$ cat src/rtl/log_div_pipe.sv
// Three-stage Mitchell logarithmic divider: signed 2W-bit dividend over W-bit divisor.
// Operands move through the log domain; all stages advance together on a shared enable.
module log_div_pipe #(
    parameter int DWIDTH      = 16,
    parameter int TRUNC_WIDTH = 0
) (
    input  logic                  i_clk,
    input  logic                  i_rst_n,
    input  logic                  i_valid,
    output logic                  o_ready,
    input  logic [2*DWIDTH-1:0]   i_a,
    input  logic [DWIDTH-1:0]     i_b,
    output logic                  o_valid,
    input  logic                  i_ready,
    output logic [DWIDTH-1:0]     o_z,
    output logic                  o_sat,
    output logic                  o_dz
);

    localparam int AW  = 2 * DWIDTH;
    localparam int F   = DWIDTH;
    localparam int KAW = $clog2(AW);
    localparam int KBW = $clog2(DWIDTH);
    localparam int EW  = KAW + 2;
    localparam int MW  = AW + 2;

    localparam logic [F-1:0]  TMASK = {F{1'b1}} << TRUNC_WIDTH;
    localparam logic [MW-1:0] PMAX  = MW'(2 ** (DWIDTH - 1) - 1);
    localparam logic [MW-1:0] NMAG  = MW'(2 ** (DWIDTH - 1));

    function automatic logic [KAW-1:0] lead_a(input logic [AW-1:0] v);
        lead_a = '0;
        for (int i = 0; i < AW; i++)
            if (v[i]) lead_a = i[KAW-1:0];
    endfunction

    function automatic logic [KBW-1:0] lead_b(input logic [DWIDTH-1:0] v);
        lead_b = '0;
        for (int i = 0; i < DWIDTH; i++)
            if (v[i]) lead_b = i[KBW-1:0];
    endfunction

    logic en;
    assign en      = !o_valid || i_ready;
    assign o_ready = en;

    // Stage 1: sign, magnitudes and leading-one positions
    logic [AW-1:0]     a_abs;
    logic [DWIDTH-1:0] b_abs;

    always_comb begin
        a_abs = i_a[AW-1] ? -i_a : i_a;
        b_abs = i_b[DWIDTH-1] ? -i_b : i_b;
    end

    logic              v1, s1_s, s1_za, s1_zb;
    logic [AW-1:0]     s1_a;
    logic [DWIDTH-1:0] s1_b;
    logic [KAW-1:0]    s1_ka;
    logic [KBW-1:0]    s1_kb;

    always_ff @(posedge i_clk or negedge i_rst_n) begin
        if (!i_rst_n) begin
            v1    <= 1'b0;
            s1_s  <= 1'b0;
            s1_za <= 1'b0;
            s1_zb <= 1'b0;
            s1_a  <= '0;
            s1_b  <= '0;
            s1_ka <= '0;
            s1_kb <= '0;
        end else if (en) begin
            v1 <= i_valid;
            if (i_valid) begin
                s1_s  <= i_a[AW-1] ^ i_b[DWIDTH-1];
                s1_za <= (i_a == '0);
                s1_zb <= (i_b == '0);
                s1_a  <= a_abs;
                s1_b  <= b_abs;
                s1_ka <= lead_a(a_abs);
                s1_kb <= lead_b(b_abs);
            end
        end
    end

    // Stage 2: fraction subtraction; the borrow moves one unit into the exponent
    logic [KAW:0]      sha;
    logic [KBW:0]      shb;
    logic [AW-1:0]     na;
    logic [DWIDTH-1:0] nb;
    logic [F-1:0]      xa, xb;
    logic              lt;
    logic [F+1:0]      m_n;
    logic signed [EW-1:0] e_n;

    always_comb begin
        sha = (KAW + 1)'(AW) - {1'b0, s1_ka};
        shb = (KBW + 1)'(DWIDTH) - {1'b0, s1_kb};
        na  = s1_a << sha;
        nb  = s1_b << shb;
        xa  = F'(na >> (AW - F)) & TMASK;
        xb  = nb & TMASK;
        lt  = xa < xb;
        m_n = {2'b01, xa - xb};
        e_n = EW'(s1_ka) - EW'(s1_kb) - EW'(lt);
    end

    logic                 v2, s2_s, s2_za, s2_zb;
    logic [F+1:0]         s2_m;
    logic signed [EW-1:0] s2_e;

    always_ff @(posedge i_clk or negedge i_rst_n) begin
        if (!i_rst_n) begin
            v2    <= 1'b0;
            s2_s  <= 1'b0;
            s2_za <= 1'b0;
            s2_zb <= 1'b0;
            s2_m  <= '0;
            s2_e  <= '0;
        end else if (en) begin
            v2 <= v1;
            if (v1) begin
                s2_s  <= s1_s;
                s2_za <= s1_za;
                s2_zb <= s1_zb;
                s2_m  <= m_n;
                s2_e  <= e_n;
            end
        end
    end

    // Stage 3: antilog shift, then saturate into the signed result
    logic [MW-1:0]     mag;
    logic [EW-1:0]     lsh, rsh;
    logic [DWIDTH-1:0] z_n;
    logic              sat_n, dz_n;

    always_comb begin
        lsh = s2_e - EW'(F);
        rsh = EW'(F) - s2_e;
        if (s2_e < 0)
            mag = '0;
        else if (s2_e >= F)
            mag = MW'(s2_m) << lsh;
        else
            mag = MW'(s2_m) >> rsh;

        z_n   = '0;
        sat_n = 1'b0;
        dz_n  = 1'b0;
        if (s2_zb) begin
            dz_n = 1'b1;
            z_n  = s2_s ? NMAG[DWIDTH-1:0] : PMAX[DWIDTH-1:0];
        end else if (s2_za) begin
            z_n = '0;
        end else if (!s2_s && mag > PMAX) begin
            sat_n = 1'b1;
            z_n   = PMAX[DWIDTH-1:0];
        end else if (s2_s && mag > NMAG) begin
            sat_n = 1'b1;
            z_n   = NMAG[DWIDTH-1:0];
        end else begin
            z_n = s2_s ? -mag[DWIDTH-1:0] : mag[DWIDTH-1:0];
        end
    end

    always_ff @(posedge i_clk or negedge i_rst_n) begin
        if (!i_rst_n) begin
            o_valid <= 1'b0;
            o_z     <= '0;
            o_sat   <= 1'b0;
            o_dz    <= 1'b0;
        end else if (en) begin
            o_valid <= v2;
            if (v2) begin
                o_z   <= z_n;
                o_sat <= sat_n;
                o_dz  <= dz_n;
            end
        end
    end

endmodule

$ cat config.mk
export PLATFORM = sky130hd
export DESIGN_NAME = log_div_pipe
export DESIGN_NICKNAME = d
export VERILOG_FILES = /design/src/rtl/log_div_pipe.sv
export SDC_FILE = /design/constraint.sdc
export NUM_CORES = 1
export LEC_CHECK = 0
export BUFFER_PORTS_ARGS = -buffer_cell sky130_fd_sc_hd__buf_2
export CAP_MARGIN = 5
export CORE_MARGIN = 2
export CORE_UTILIZATION = 32
export DETAILED_ROUTE_END_ITERATION = 10
export GPL_TIMING_DRIVEN = 0
export PLACE_DENSITY = 0.46
export SYNTH_ARGS = -nofsm -noshare
export SYNTH_HDL_FRONTEND = slang
export SYNTH_SLANG_ARGS = --single-unit
export TNS_END_PERCENT = 10
$ cat constraint.sdc
create_clock -name i_clk -period 6.65 [get_ports i_clk]
set_clock_uncertainty 0.1 [all_clocks]
set_input_delay 0.3325 -clock i_clk [delete_from_list [all_inputs] [get_ports i_clk]]
set_output_delay 0.3325 -clock i_clk [all_outputs]
set_load 0.1 [all_outputs]
Word-level counts from Yosys, hierarchy flattened
Index checks and enable logic that the tools add are counted.
- output and inout bits: 20
- input bits: 52
- bits in registers: 108
- bitwise operators: 1
- $add $sub $neg: 10
- magnitude comparators: 5
- reductions and logical operators: 10
- shifts and indexed selects: 4
- muxes and demuxes: 61
- operators with widths (cell ; number):
    $mux W5 ; 30
    $mux W16 ; 7
    $mux W34 ; 2
    $mux W4 ; 14
    $gt A34 B15 Y1 const B ; 1
    $gt A34 B16 Y1 const B ; 1
    $shl A17 B7 Y34 ; 1
    $shr A17 B7 Y34 ; 1
    $logic_not A32 Y1 ; 1
    $mux W32 ; 1
    $neg A16 Y16 ; 2
    $neg A32 Y32 ; 1
    $shl A32 B6 Y32 ; 1
    $logic_not A16 Y1 ; 1
    $lt A16 B16 Y1 ; 1
    $shl A16 B5 Y16 ; 1
    $sub A16 B16 Y16 ; 1
    $ge A7 B6 Y1 const B ; 1
    $lt A7 B1 Y1 const B ; 1
    $mux W1 ; 7
    $sub A6 B2 Y7 ; 1
    $sub A6 B7 Y7 const A ; 1
    $sub A7 B6 Y7 const B ; 1
    $reduce_and A2 Y1 ; 3
    other kinds (7) ; 9

Logic depth before layout (Yosys ltp)
Gate-level depths: netlist of the first run.
- depth in word-level cells: 33
- gate-level depth with buffers: 29
- depth with buffers taken out: 26

Worst setup path after synthesis of the first run
No wires, ideal clock.
- path type: flip-flop to flip-flop
- start: register s1_ka[0]
- end: register s2_e[4]
- buffers on the path: 3
- cell stages (with the launch flop): 28
- arrival time: 5.990 ns
- setup slack: 0.478 ns
- clock period less this slack: 6.172 ns
- cells stage by stage: dfrtp_1 clkbuf_1 clkbuf_1 inv_1 ha_1 xor2_1 clkbuf_1 mux2i_1 nand2_1 a31oi_1 or2_2 ha_1 fa_1 nor2b_1 o21ai_0 a21boi_0 o21a_1 o21ai_0 a21oi_1 o311ai_0 nand2_1 a31oi_1 ha_1 ha_1 nand2_1 nor3_1 nor2_1 o21ai_0
- cells in the longest elaborated chain, start to end: 4
- ends and longest elaborated chain (what ; RTL line ; source):
    from (decl) ; 59 ; logic [KAW-1:0] s1_ka;
    from (signal assigned) ; 80 ; s1_ka <= lead_a(a_abs);
    $sub A6 B5 Y6 ; 97 ; sha = (KAW + 1)'(AW) - {1'b0, s1_ka};
    $shl A32 B6 Y32 ; 99 ; na = s1_a << sha;
    $lt A16 B16 Y1 ; 103 ; lt = xa < xb;
    $sub A6 B2 Y7 (*) ; 105 ; e_n = EW'(s1_ka) - EW'(s1_kb) - EW'(lt);
    to (signal assigned) ; 127 ; s2_e <= e_n;
    to (decl) ; 110 ; logic signed [EW-1:0] s2_e;
Every way passes the cells marked *; elsewhere a longest branch is shown, timed or not.
A chain may end at the register's enable or synchronous reset.

Final worst setup path of the first run
- start: register s1_ka[0]
- end: register s2_e[6]
The elaborated chain is that of the path after synthesis.

==> impl_metrics.prom, run 1 <==
# TYPE chip_impl_metric gauge
chip_impl_info{name="status",value="completed"} 1
chip_impl_metric{name="worstMarginPinSlew",unit="ns"} 1.05
chip_impl_metric{name="critical_path_arrival",unit="ns"} 6.11
chip_impl_metric{name="via_to_cell_ratio",unit=""} 5.63
chip_impl_metric{name="syn_to_final_growth",unit="%"} 11.2
chip_impl_metric{name="detailedRoute.firstPassIterationCount",unit=""} 5
chip_impl_info{name="holdCritPathClass",value="input port to flip-flop"} 1
chip_impl_metric{name="cp_data_required_time",unit="ns"} 6.78
chip_impl_metric{name="clkSinkCount",unit=""} 108
chip_impl_info{name="cpLargestDelayFamily",value="compound AO/OA/AOI/OAI gates"} 1
chip_impl_metric{name="peak_vdd_ir",unit="µV"} 186
chip_impl_metric{name="htreeDepth",unit=""} 3
chip_impl_metric{name="placed_cells",unit=""} 1910
chip_impl_metric{name="number_of_hold_slack_violations_in_the_final_timing_report",unit=""} 0
chip_impl_metric{name="holdWs",unit="ns"} 0.153
chip_impl_metric{name="antenna_left",unit=""} 0
chip_impl_metric{name="top_level_ports",unit=""} 72
chip_impl_metric{name="post-route-worst-setup-slack",unit="ns"} 0.679
chip_impl_metric{name="yosys.area.top_type_share",unit=""} 0.230
chip_impl_info{name="synth.top_cells.by_area",value="sky130_fd_sc_hd__dfrtp_1 (23%), sky130_fd_sc_hd__mux4_2 (11%), sky130_fd_sc_hd__mux2i_1 (6.9%), sky130_fd_sc_hd__nand2_1 (5.7%), sky130_fd_sc_hd__o21ai_0 (4.4%)"} 1
chip_impl_metric{name="starting_utilization_of_the_core_area",unit=""} 0.323
chip_impl_metric{name="drc_violation_count_after_routing",unit=""} 0
chip_impl_metric{name="yosysWarnings",unit=""} 0
chip_impl_info{name="start_kind",value="flip-flop"} 1
chip_impl_metric{name="post_route_cells_drive_above_1_share",unit=""} 0.170
chip_impl_metric{name="place_congestion",unit=""} 0.961
chip_impl_info{name="synth_top_cell_by_area",value="sky130_fd_sc_hd__dfrtp_1"} 1
chip_impl_metric{name="grt_use_total",unit=""} 0.206
chip_impl_info{name="cts.root.buffer_cell",value="sky130_fd_sc_hd__clkbuf_16"} 1
chip_impl_metric{name="core_region_area",unit="mm²"} 0.0363
chip_impl_metric{name="floorplan.die_area",unit="mm²"} 0.0383
chip_impl_metric{name="leakage_power",unit="nW"} 5.27
chip_impl_metric{name="max-cap-violations",unit=""} 0
chip_impl_metric{name="hpwlAfterDp",unit="mm"} 31.2
chip_impl_metric{name="drt_wl_total",unit="mm"} 38.7
chip_impl_metric{name="floorplan.die.height",unit="µm"} 196
chip_impl_metric{name="totalNegativeSetupSlack",unit="ns"} 0
chip_impl_metric{name="synth-seq-cells",unit=""} 108
chip_impl_info{name="crit_end",value="s2_e[6]$_DFFE_PN0P_"} 1
chip_impl_metric{name="count_of_vias_placed_by_the_detailed_router",unit=""} 10831
chip_impl_metric{name="finalSetupViolCount",unit=""} 0
chip_impl_info{name="ys_dominant_reg_cell",value="sky130_fd_sc_hd__dfrtp_1"} 1
chip_impl_metric{name="grt_max_degree",unit=""} 59
chip_impl_metric{name="power.density",unit="mW/mm²"} 594
chip_impl_metric{name="async_reset_ff_frac",unit=""} 1.00
chip_impl_info{name="crit_slowest_cell",value="sky130_fd_sc_hd__dfrtp_4"} 1
chip_impl_metric{name="layout.nets",unit=""} 1538
chip_impl_metric{name="post_cts.repair.setup_buffers",unit=""} 0
chip_impl_metric{name="std_cell_rows",unit=""} 70
chip_impl_info{name="worst_setup_path_end_kind",value="flip-flop"} 1
chip_impl_metric{name="r2r_cells",unit=""} 26
chip_impl_metric{name="rrSetupSlack",unit="ns"} 0.68
chip_impl_metric{name="dp_slack",unit="ns"} -1.05
chip_impl_metric{name="max_stage_delay",unit="ns"} 0.58
chip_impl_metric{name="clock_latency",unit="ns"} 0.38
chip_impl_metric{name="grt_antenna_before_repair",unit=""} 0
chip_impl_metric{name="share_of_the_cycle_needed_by_the_critical_path_after_routing",unit=""} 0.898
chip_impl_metric{name="slew_headroom",unit=""} 0.282
chip_impl_metric{name="port-buffer-count",unit=""} 65
chip_impl_metric{name="synthDistinctLibCells",unit=""} 89
chip_impl_info{name="rr_startpoint",value="s1_ka[0]$_DFFE_PN0P_"} 1
chip_impl_metric{name="detail_route.iter0.violations",unit=""} 683
chip_impl_info{name="cts_tree",value="yes"} 1
chip_impl_metric{name="cts-root-to-sink-buffers",unit=""} 2
chip_impl_metric{name="synth_enable_flop_cells",unit=""} 0
chip_impl_metric{name="critical_path_peak_fanout",unit=""} 11
chip_impl_metric{name="cts.clk_slew.worst_paths",unit="ns"} 0.08
chip_impl_metric{name="p_total",unit="mW"} 7.75
chip_impl_metric{name="vias_in_the_first_global_route",unit=""} 10792
chip_impl_metric{name="gr-total-overflow",unit=""} 0
chip_impl_metric{name="path_depth",unit=""} 26
chip_impl_metric{name="post_route_insts_no_fill",unit=""} 1925
chip_impl_metric{name="mappedNetlistNets",unit=""} 1462
chip_impl_info{name="grt_setup_unrepaired",value="false"} 1
chip_impl_metric{name="final_max_slew_viol_count",unit=""} 0
chip_impl_info{name="commonest_non_fill_non_tap_cells_in_the_layout",value="sky130_fd_sc_hd__nand2_1 (178), sky130_fd_sc_hd__dfrtp_1 (107), sky130_fd_sc_hd__o21ai_0 (104)"} 1
chip_impl_metric{name="max_freq",unit="MHz"} 167
chip_impl_info{name="startpoint",value="s1_ka[0]$_DFFE_PN0P_"} 1
chip_impl_metric{name="numCtsBuffers",unit=""} 9
chip_impl_metric{name="syn-mean-instance-area",unit="µm²"} 8.54
chip_impl_info{name="worstReg2RegEnd",value="s2_e[6]$_DFFE_PN0P_"} 1
chip_impl_info{name="path_class",value="flip-flop to flip-flop"} 1
chip_impl_metric{name="n_antenna_cell",unit=""} 0
chip_impl_metric{name="worst-path-buf-inv",unit=""} 3
chip_impl_metric{name="routedWlPerCell",unit="µm"} 20.1
chip_impl_info{name="mostFrequentLayoutCell",value="sky130_fd_sc_hd__nand2_1"} 1
chip_impl_metric{name="netlist_instances",unit=""} 1376
chip_impl_metric{name="fin_crit",unit="ns"} 5.97
chip_impl_metric{name="global_route_wire_length_before_repair",unit="mm"} 62.3
chip_impl_metric{name="dieWidth",unit="µm"} 196
chip_impl_metric{name="synth-seq-area-share",unit=""} 0.230
chip_impl_metric{name="fillCellCount",unit=""} 3854
chip_impl_metric{name="syn-cell-area",unit="mm²"} 0.0117
## tightest hold or removal path, cell delays in order
cell                      delay, ns
sky130_fd_sc_hd__buf_2         0.13
sky130_fd_sc_hd__nand2_1       0.05
sky130_fd_sc_hd__a31oi_1       0.07
## sequential cells by signal, summed over array words and instances, names as in the netlist
register	cells
o_dz	1
o_sat	1
o_valid	1
o_z	16
s1_a	32
s1_b	16
s1_ka	5
s1_kb	4
s1_s	1
s1_za	1
s1_zb	1
s2_e	7
s2_m	17
s2_s	1
s2_za	1
s2_zb	1
v1	1
v2	1
## timing repair
action                     4_1_cts  5_1_grt
hold endpoints to repair        57        0
hold buffers                     1        0
gates resized for setup          9       13
setup endpoints to repair       10        7
## per-stage QoR
stage,util,instance area (µm²)
after floorplan,-,11700
after global placement,0.348,12700
after detailed placement,0.349,12700
after CTS,0.358,13000
after global routing,0.359,13100
final,0.359,13100
## cell families (layout without fill, tap and decap cells)
logic type,count (synthesis),count (layout),synth area share
flip-flops,108,108,0.230
buffers and inverters,144,225,0.0511
adder cells (fa/ha/maj),34,34,0.0375
XOR/XNOR,80,80,0.0609
AO/OA/AOI/OAI,365,365,0.210
multiplexers,174,174,0.215
AND/OR/NAND/NOR,471,471,0.196
## routing by layer
layer | up-vias | share of wire | GRT usage
li1 | 5298 | - | -
met4 | 0 | 0.029 | 0.0676
met5 | - | 0 | 0
met3 | 49 | 0.030 | 0.0173
met1 | 5255 | 0.45 | 0.271
met2 | 229 | 0.49 | 0.356
## final cells by class
cell class / instances / area, µm² / area share
Clock buffer: 9 / 225 / 0.0172
Tap cell: 468 / 586 / 0.0448
Clock inverter: 7 / 76.3 / 0.00584
Sequential cell: 108 / 2710 / 0.207
Inverter: 43 / 161 / 0.0124
Multi-Input combinational cell: 1124 / 8490 / 0.650
Timing Repair Buffer: 67 / 369 / 0.0283
Buffer: 99 / 445 / 0.0341
## cell usage after synthesis, types with 7 or more instances
cell type,instances
sky130_fd_sc_hd__a211oi_1,23
sky130_fd_sc_hd__nor2b_1,15
sky130_fd_sc_hd__o22ai_1,15
sky130_fd_sc_hd__nand2_1,178
sky130_fd_sc_hd__nand3_1,37
sky130_fd_sc_hd__o211ai_1,14
sky130_fd_sc_hd__a31oi_1,17
sky130_fd_sc_hd__o41ai_1,7
sky130_fd_sc_hd__o21ai_0,104
sky130_fd_sc_hd__clkbuf_1,66
sky130_fd_sc_hd__or3_1,16
sky130_fd_sc_hd__mux2i_1,81
sky130_fd_sc_hd__o21a_1,10
sky130_fd_sc_hd__nor4_1,9
sky130_fd_sc_hd__nor2_1,95
sky130_fd_sc_hd__o31ai_1,27
sky130_fd_sc_hd__mux2_2,34
sky130_fd_sc_hd__buf_1,10
sky130_fd_sc_hd__xnor2_1,27
sky130_fd_sc_hd__nor3b_1,7
sky130_fd_sc_hd__a21boi_0,10
sky130_fd_sc_hd__ha_1,32
sky130_fd_sc_hd__and2_1,7
sky130_fd_sc_hd__a21o_1,12
sky130_fd_sc_hd__nand2b_1,15
sky130_fd_sc_hd__a21oi_1,53
sky130_fd_sc_hd__nor3_1,34
sky130_fd_sc_hd__or2_2,10
sky130_fd_sc_hd__inv_1,41
sky130_fd_sc_hd__or4_1,9
sky130_fd_sc_hd__xor2_1,51
sky130_fd_sc_hd__buf_2,16
sky130_fd_sc_hd__mux4_2,59
sky130_fd_sc_hd__dfrtp_1,108
## report_power, final
group	switching, mW	leakage, nW	internal (mW)
combinational	3.70	3.81	2.37
sequential	0.227	1.31	0.882
clock	0.304	0.147	0.268
## how the worst min path moves through the flow
stage,from,end,slack [ns],cells past startpoint
floorplan,i_rst_n,o_dz$_DFFE_PN0P_,-0.06,0
global placement,s1_b[15]$_DFFE_PN0P_,s1_b[15]$_DFFE_PN0P_,0.36,1
detailed placement,i_rst_n,s1_a[5]$_DFFE_PN0P_,0.24,1
CTS,i_a[1],s1_a[1]$_DFFE_PN0P_,0.14,3
global route,i_a[1],s1_a[1]$_DFFE_PN0P_,0.17,3
finish,i_a[1],s1_a[1]$_DFFE_PN0P_,0.15,3
Note: power is estimated with default switching activity, not from simulation.
==> run 2, diff against run 1 <==
Settings changed: REMOVE_ABC_BUFFERS from default to 1.
==> impl_metrics.prom, run 2 (synthesis gave the netlist of run 1 again) <==
# TYPE chip_impl_metric gauge
chip_impl_metric{name="routedWlPerCell",unit="µm"} 18.2
chip_impl_metric{name="cts-root-to-sink-buffers",unit=""} 2
chip_impl_metric{name="n_antenna_cell",unit=""} 0
chip_impl_metric{name="post_cts.repair.setup_buffers",unit=""} 0
chip_impl_metric{name="largest_register_ff_count",unit=""} 32
chip_impl_info{name="largestRegisters",value="s1_a: 32 flops, s2_m: 17 flops"} 1
chip_impl_metric{name="dieWidth",unit="µm"} 196
chip_impl_info{name="startpoint",value="s1_ka[0]$_DFFE_PN0P_"} 1
chip_impl_info{name="timing.critical_path.mode_cell",value="sky130_fd_sc_hd__ha_1"} 1
chip_impl_info{name="commonest_non_fill_non_tap_cells_in_the_layout",value="sky130_fd_sc_hd__nand2_1 (176), sky130_fd_sc_hd__o21ai_0 (104), sky130_fd_sc_hd__dfrtp_1 (104)"} 1
chip_impl_info{name="worstReg2RegEnd",value="s2_e[6]$_DFFE_PN0P_"} 1
chip_impl_info{name="grt_setup_unrepaired",value="false"} 1
chip_impl_metric{name="grt_use_total",unit=""} 0.178
chip_impl_metric{name="placed_cells",unit=""} 1821
chip_impl_metric{name="top_level_ports",unit=""} 72
chip_impl_info{name="path_cells",value="buf_12 > inv_1 > ha_4 > nor3b_2 > xnor2_1 > and3_1 > a211oi_1 > a31oi_1 > a22oi_1 > nor2_1 > ha_1 > a21boi_0 > o21a_1 > o21ai_0 > a21oi_1 > o311ai_1 > nand2_1 > a31oi_1 > ha_1 > ha_1 > nand2_1 > nor3_1 > nor3_1 > a21oi_1"} 1
chip_impl_metric{name="drc_violation_count_after_routing",unit=""} 0
chip_impl_metric{name="numCtsBuffers",unit=""} 9
chip_impl_metric{name="share_of_the_cycle_needed_by_the_critical_path_after_routing",unit=""} 0.880
chip_impl_metric{name="max_freq",unit="MHz"} 171
chip_impl_info{name="holdCritPathClass",value="input port to flip-flop"} 1
chip_impl_metric{name="peak_vdd_ir",unit="µV"} 231
chip_impl_metric{name="critical_path_peak_fanout",unit=""} 37
chip_impl_info{name="top_layer",value="met4"} 1
chip_impl_info{name="start_kind",value="flip-flop"} 1
chip_impl_metric{name="power.density",unit="mW/mm²"} 585
chip_impl_metric{name="drt_wl_total",unit="mm"} 33.5
chip_impl_metric{name="critical_path_arrival",unit="ns"} 6.06
chip_impl_metric{name="fin_crit",unit="ns"} 5.85
chip_impl_metric{name="gr-total-overflow",unit=""} 0
chip_impl_metric{name="floorplan.die_area",unit="mm²"} 0.0383
chip_impl_info{name="crit_slowest_cell",value="sky130_fd_sc_hd__xnor2_1"} 1
chip_impl_info{name="worst_setup_path_end_kind",value="flip-flop"} 1
chip_impl_metric{name="leakage_power",unit="nW"} 5.15
chip_impl_metric{name="htreeDepth",unit=""} 3
chip_impl_metric{name="p_total",unit="mW"} 7.50
chip_impl_info{name="rr_startpoint",value="s1_ka[0]$_DFFE_PN0P_"} 1
chip_impl_info{name="status",value="completed"} 1
chip_impl_metric{name="rrSetupSlack",unit="ns"} 0.80
chip_impl_info{name="path_class",value="flip-flop to flip-flop"} 1
chip_impl_metric{name="max-cap-violations",unit=""} 0
chip_impl_metric{name="starting_utilization_of_the_core_area",unit=""} 0.323
chip_impl_info{name="mostFrequentLayoutCell",value="sky130_fd_sc_hd__nand2_1"} 1
chip_impl_metric{name="totalNegativeSetupSlack",unit="ns"} 0
chip_impl_metric{name="max_stage_delay",unit="ns"} 0.87
chip_impl_info{name="registers.top_by_ff_count",value="s1_a"} 1
chip_impl_metric{name="grt_max_degree",unit=""} 100
chip_impl_metric{name="met1Wirelength",unit="mm"} 15.8
chip_impl_info{name="cts.root.buffer_cell",value="sky130_fd_sc_hd__clkbuf_16"} 1
chip_impl_metric{name="core_region_area",unit="mm²"} 0.0363
chip_impl_metric{name="final_max_slew_viol_count",unit=""} 0
chip_impl_metric{name="port-buffer-count",unit=""} 71
chip_impl_metric{name="route.met3.wl",unit="mm"} 1.14
chip_impl_metric{name="via_to_cell_ratio",unit=""} 5.62
chip_impl_metric{name="finalSetupViolCount",unit=""} 0
chip_impl_info{name="crit_end",value="s2_e[6]$_DFFE_PN0P_"} 1
chip_impl_metric{name="cts.clk_slew.worst_paths",unit="ns"} 0.08
chip_impl_metric{name="clock_latency",unit="ns"} 0.38
chip_impl_metric{name="post_route_cells_drive_above_1_share",unit=""} 0.172
chip_impl_metric{name="number_of_hold_slack_violations_in_the_final_timing_report",unit=""} 0
chip_impl_metric{name="layout.nets",unit=""} 1451
chip_impl_metric{name="std_cell_rows",unit=""} 70
chip_impl_metric{name="grt_antenna_before_repair",unit=""} 0
chip_impl_metric{name="syn_to_final_growth",unit="%"} 9.19
chip_impl_metric{name="clkSinkCount",unit=""} 108
chip_impl_metric{name="r2r_cells",unit=""} 24
chip_impl_metric{name="holdWs",unit="ns"} 0.159
chip_impl_metric{name="wl_met2",unit="mm"} 15.9
chip_impl_metric{name="global_route_wire_length_before_repair",unit="mm"} 54.9
chip_impl_metric{name="detailedRoute.firstPassIterationCount",unit=""} 5
chip_impl_metric{name="floorplan.die.height",unit="µm"} 196
chip_impl_metric{name="post_route_insts_no_fill",unit=""} 1838
chip_impl_metric{name="antenna_left",unit=""} 0
chip_impl_metric{name="cp_data_required_time",unit="ns"} 6.86
chip_impl_metric{name="detail_route.iter0.violations",unit=""} 540
chip_impl_metric{name="count_of_vias_placed_by_the_detailed_router",unit=""} 10323
chip_impl_metric{name="worstMarginPinSlew",unit="ns"} 1.14
chip_impl_metric{name="hpwlAfterDp",unit="mm"} 25.9
chip_impl_metric{name="slew_headroom",unit=""} 0.240
chip_impl_info{name="cts_tree",value="yes"} 1
chip_impl_metric{name="place_congestion",unit=""} 0.885
chip_impl_metric{name="vias_in_the_first_global_route",unit=""} 9917
[run 2: cell types whose count changed in the layout (fill, tap and decap cells not counted), sizes merged]
cell and change:
bufinv +2, buf -21, clkbuf -65, inv -2
clkinv -1
[run 2: what timing repair did]
action / CTS / global route
gates resized for setup: 2 / 6
hold buffers: 1 / 0
hold endpoints to repair: 18 / 0
setup endpoints to repair: 2 / 4
[run 2: stage by stage]
step,util,instance area (µm²),setup slack (ns)
floorplan,-,11300,-0.927
global placement,0.337,12200,-2.62
detailed placement,0.342,12400,-0.0447
CTS,0.352,12800,0.324
global route,0.353,12800,0.113
finish,0.353,12800,0.798
[run 2: cell type report]
type                    instances  area [µm²]
clock buffers                  10         239
clock inverters                 6        95.1
fillers                      3750       23500
inverters                      43         161
multi-input cells            1124        8530
flip-flops and latches        108        2710
well taps                     468         586
repair buffers                 79         509
[run 2: where the power goes]
part | internal, mW | switching [mW]
sequential | 0.879 | 0.454
clock | 0.345 | 0.281
combinational | 2.32 | 3.22
total | 3.54 | 3.96
[run 2: worst min-delay path by stage]
stage,slack [ns],to,cells after the start,start
floorplan,-0.06,o_dz$_DFFE_PN0P_,0,i_rst_n
global placement,0.36,o_dz$_DFFE_PN0P_,2,o_dz$_DFFE_PN0P_
detailed placement,0.09,s1_a[1]$_DFFE_PN0P_,1,i_rst_n
CTS,0.14,s1_zb$_DFFE_PN0P_,4,i_b[14]
global route,0.17,s1_a[1]$_DFFE_PN0P_,3,i_a[1]
finish,0.16,s1_a[1]$_DFFE_PN0P_,3,i_a[1]
[run 2: worst max-delay path, delay by kind of cell (launching register included)]
family / cells / cell delay [ns]
compound gates: 10 / 1.92
fa+ha+maj: 4 / 0.88
buf+inv: 2 / 0.45
flops: 1 / 0.39
xor+xnor: 1 / 0.87
simple gates: 7 / 1.14
[run 2: routing by layer]
layer  up-vias  GRT usage
met5         -          0
met4         0     0.0486
met3        35     0.0245
met2       209      0.295
met1      4956      0.243
li1       5123          -
==> run 3, diff against run 2 <==
Settings changed: CORE_ASPECT_RATIO from default to 0.7.
==> impl_metrics.prom, run 3 (synthesis gave the netlist of run 1 again) <==
# TYPE chip_impl_metric gauge
chip_impl_metric{name="grt_max_degree",unit=""} 104
chip_impl_info{name="cpLargestDelayFamily",value="compound AO/OA/AOI/OAI gates"} 1
chip_impl_metric{name="number_of_hold_slack_violations_in_the_final_timing_report",unit=""} 0
chip_impl_metric{name="port-buffer-count",unit=""} 71
chip_impl_metric{name="floorplan.die_area",unit="mm²"} 0.0383
chip_impl_metric{name="vias_in_the_first_global_route",unit=""} 9810
chip_impl_metric{name="syn_to_final_growth",unit="%"} 9.28
chip_impl_metric{name="htreeDepth",unit=""} 3
chip_impl_info{name="registers.top_by_ff_count",value="s1_a"} 1
chip_impl_info{name="holdCritPathClass",value="input port to flip-flop"} 1
chip_impl_metric{name="floorplan.die.height",unit="µm"} 164
chip_impl_metric{name="critical_path_peak_fanout",unit=""} 36
chip_impl_metric{name="place_congestion",unit=""} 0.877
chip_impl_metric{name="final_max_slew_viol_count",unit=""} 0
chip_impl_metric{name="numCtsBuffers",unit=""} 9
chip_impl_metric{name="worstMarginPinSlew",unit="ns"} 1.11
chip_impl_metric{name="placedInstanceArea",unit="mm²"} 0.0124
chip_impl_info{name="largestRegisters",value="s1_a: 32 flops, s2_m: 17 flops"} 1
chip_impl_metric{name="starting_utilization_of_the_core_area",unit=""} 0.326
chip_impl_metric{name="sw_frac_of_total",unit=""} 0.545
chip_impl_metric{name="finalSetupViolCount",unit=""} 0
chip_impl_metric{name="clkPwrFrac",unit=""} 0.071
chip_impl_info{name="start_kind",value="flip-flop"} 1
chip_impl_metric{name="peak_vdd_ir",unit="µV"} 295
chip_impl_metric{name="leakage_power",unit="nW"} 5.15
chip_impl_metric{name="count_of_vias_placed_by_the_detailed_router",unit=""} 10583
chip_impl_metric{name="p_total",unit="mW"} 7.67
chip_impl_info{name="status",value="completed"} 1
chip_impl_metric{name="p_sw",unit="mW"} 4.18
chip_impl_metric{name="power.density",unit="mW/mm²"} 598
chip_impl_metric{name="max_freq",unit="MHz"} 170
chip_impl_metric{name="grt_use_total",unit=""} 0.191
chip_impl_metric{name="power_share_of_the_combinational_group",unit=""} 0.758
chip_impl_metric{name="internal_power",unit="mW"} 3.49
chip_impl_metric{name="max_stage_delay",unit="ns"} 0.45
chip_impl_metric{name="global_route_wire_length_before_repair",unit="mm"} 57.7
chip_impl_metric{name="detailedRoute.firstPassIterationCount",unit=""} 6
chip_impl_metric{name="std_cell_rows",unit=""} 58
chip_impl_info{name="worst_setup_path_end_kind",value="flip-flop"} 1
chip_impl_metric{name="seqPwrFrac",unit=""} 0.171
chip_impl_metric{name="n_antenna_cell",unit=""} 0
chip_impl_info{name="mostFrequentLayoutCell",value="sky130_fd_sc_hd__nand2_1"} 1
chip_impl_info{name="grt_setup_unrepaired",value="false"} 1
chip_impl_metric{name="cts-root-to-sink-buffers",unit=""} 2
chip_impl_metric{name="clkSinkCount",unit=""} 108
chip_impl_metric{name="slew_headroom",unit=""} 0.260
chip_impl_info{name="cts.root.buffer_cell",value="sky130_fd_sc_hd__clkbuf_16"} 1
chip_impl_metric{name="gr-total-overflow",unit=""} 0
chip_impl_info{name="path_class",value="flip-flop to flip-flop"} 1
chip_impl_info{name="cts_tree",value="yes"} 1
chip_impl_metric{name="detail_route.iter0.violations",unit=""} 1024
chip_impl_info{name="crit_slowest_cell",value="sky130_fd_sc_hd__dfrtp_2"} 1
chip_impl_metric{name="share_of_the_cycle_needed_by_the_critical_path_after_routing",unit=""} 0.884
chip_impl_metric{name="routedWlPerCell",unit="µm"} 19.1
chip_impl_metric{name="worst-path-buf-inv",unit=""} 2
chip_impl_metric{name="drc_violation_count_after_routing",unit=""} 0
chip_impl_metric{name="layout.nets",unit=""} 1454
chip_impl_metric{name="drt_wl_total",unit="mm"} 35.4
chip_impl_metric{name="clock_latency",unit="ns"} 0.38
chip_impl_metric{name="critical_path_arrival",unit="ns"} 6.08
chip_impl_metric{name="hpwlAfterDp",unit="mm"} 27.5
chip_impl_metric{name="fin_crit",unit="ns"} 5.88
chip_impl_metric{name="largest_register_ff_count",unit=""} 32
chip_impl_metric{name="top_level_ports",unit=""} 72
chip_impl_metric{name="holdWs",unit="ns"} 0.154
chip_impl_metric{name="cp_data_required_time",unit="ns"} 6.85
chip_impl_metric{name="dieWidth",unit="µm"} 233
chip_impl_info{name="commonest_non_fill_non_tap_cells_in_the_layout",value="sky130_fd_sc_hd__nand2_1 (176), sky130_fd_sc_hd__o21ai_0 (104), sky130_fd_sc_hd__dfrtp_1 (104)"} 1
chip_impl_metric{name="cts.clk_slew.worst_paths",unit="ns"} 0.08
chip_impl_metric{name="grt_antenna_before_repair",unit=""} 0
chip_impl_metric{name="max-cap-violations",unit=""} 0
chip_impl_metric{name="core_region_area",unit="mm²"} 0.0361
chip_impl_metric{name="postLayoutCoreUtil",unit=""} 0.356
chip_impl_metric{name="stdcell_area",unit="mm²"} 0.0128
chip_impl_metric{name="post_route_cells_drive_above_1_share",unit=""} 0.173
chip_impl_metric{name="via_to_cell_ratio",unit=""} 5.71
chip_impl_metric{name="antenna_left",unit=""} 0
## run 3: cell count changes in the layout (fill, tap and decap cells not counted), sizes merged
| cell | previous run | this run |
|---|---|---|
| buf | 78 | 80 |
| clkinvlp | 0 | 1 |
| inv | 44 | 45 |
| bufinv | 2 | 0 |
| clkbuf | 10 | 11 |
## run 3: per-layer routing
metal,wire length (µm),vias to the layer above,part of all wire,GRT usage
met2,13200,309,0.37,0.242
met5,0,-,0,0
met3,2390,16,0.068,0.0335
met4,266,0,0.0075,0.0321
met1,19500,5156,0.55,0.324
li1,-,5102,-,-
## run 3: path summary, 6_finish.rpt
check / cells past startpoint / from / to / slack, ns
setup / recovery: 25 / s1_ka[0]$_DFFE_PN0P_ / s2_e[6]$_DFFE_PN0P_ / 0.77
min in group asynchronous: 2 / i_rst_n / o_z[4]$_DFFE_PN0P_ / 0.37
max in group asynchronous: 3 / i_rst_n / s1_a[20]$_DFFE_PN0P_ / 5.41
hold reg to reg: 1 / s1_b[15]$_DFFE_PN0P_ / s1_b[15]$_DFFE_PN0P_ / 0.37
setup reg to reg: 25 / s1_ka[0]$_DFFE_PN0P_ / s2_e[6]$_DFFE_PN0P_ / 0.77
hold / removal: 3 / i_a[1] / s1_a[1]$_DFFE_PN0P_ / 0.15
## run 3: worst reg2reg max path, stage by stage, from the launching register on
cell and delay (ns):
sky130_fd_sc_hd__dfrtp_2 0.45, sky130_fd_sc_hd__buf_12 0.20, sky130_fd_sc_hd__inv_1 0.27, sky130_fd_sc_hd__ha_4 0.21, sky130_fd_sc_hd__nor3b_2 0.42, sky130_fd_sc_hd__xor2_4 0.43
sky130_fd_sc_hd__nand2_1 0.28, sky130_fd_sc_hd__nor2_1 0.16, sky130_fd_sc_hd__a21oi_1 0.08, sky130_fd_sc_hd__nor2_1 0.12, sky130_fd_sc_hd__ha_1 0.29, sky130_fd_sc_hd__nor2b_1 0.15
sky130_fd_sc_hd__o21ai_0 0.18, sky130_fd_sc_hd__a21boi_0 0.15, sky130_fd_sc_hd__o21a_1 0.20, sky130_fd_sc_hd__o21ai_0 0.24, sky130_fd_sc_hd__a21oi_1 0.18, sky130_fd_sc_hd__o311ai_2 0.42
sky130_fd_sc_hd__nand2_1 0.08, sky130_fd_sc_hd__a31oi_1 0.21, sky130_fd_sc_hd__ha_1 0.21, sky130_fd_sc_hd__ha_1 0.18, sky130_fd_sc_hd__nand2_1 0.08, sky130_fd_sc_hd__nor3_1 0.26
sky130_fd_sc_hd__nor3_1 0.09, sky130_fd_sc_hd__a21oi_1 0.15
## run 3: final cells by class
cell class	count	area, µm²
multi-input combinational	1124	8530
sequential	108	2710
fill	3736	23200
clock buffer	10	229
inverter	43	161
clock inverter	6	47.5
tap	480	601
timing repair buffer	82	562
## run 3: power groups by stage
stage          logic, mW  clock network (mW)  registers (mW)
2_1_floorplan       3.87                   0            1.61
5_1_grt             6.36               0.594            1.37
3_5_place_dp        5.61                   0            1.34
4_1_cts             5.65               0.567            1.33
6_report            5.82               0.542            1.32
3_3_place_gp        5.54                   0            1.39
## run 3: metrics by stage
| stage | TNS (ns) | std cells | setup slack, ns |
|---|---|---|---|
| floorplan | -5.88 | 1275 | -0.927 |
| global placement | -50.35 | 1826 | -2.79 |
| detailed placement | -0.504 | 1833 | -0.265 |
| CTS | 0 | 1850 | 0.0712 |
| global route | 0 | 1853 | 0.112 |
| finish | 0 | 1853 | 0.768 |
## run 3: timing repair
action,CTS,global route
resized for setup,2,7
buffers inserted,0,1
hold buffers,1,0
setup endpoints to repair,5,7
endpoints found under the hold margin,54,0
pin swaps,0,1
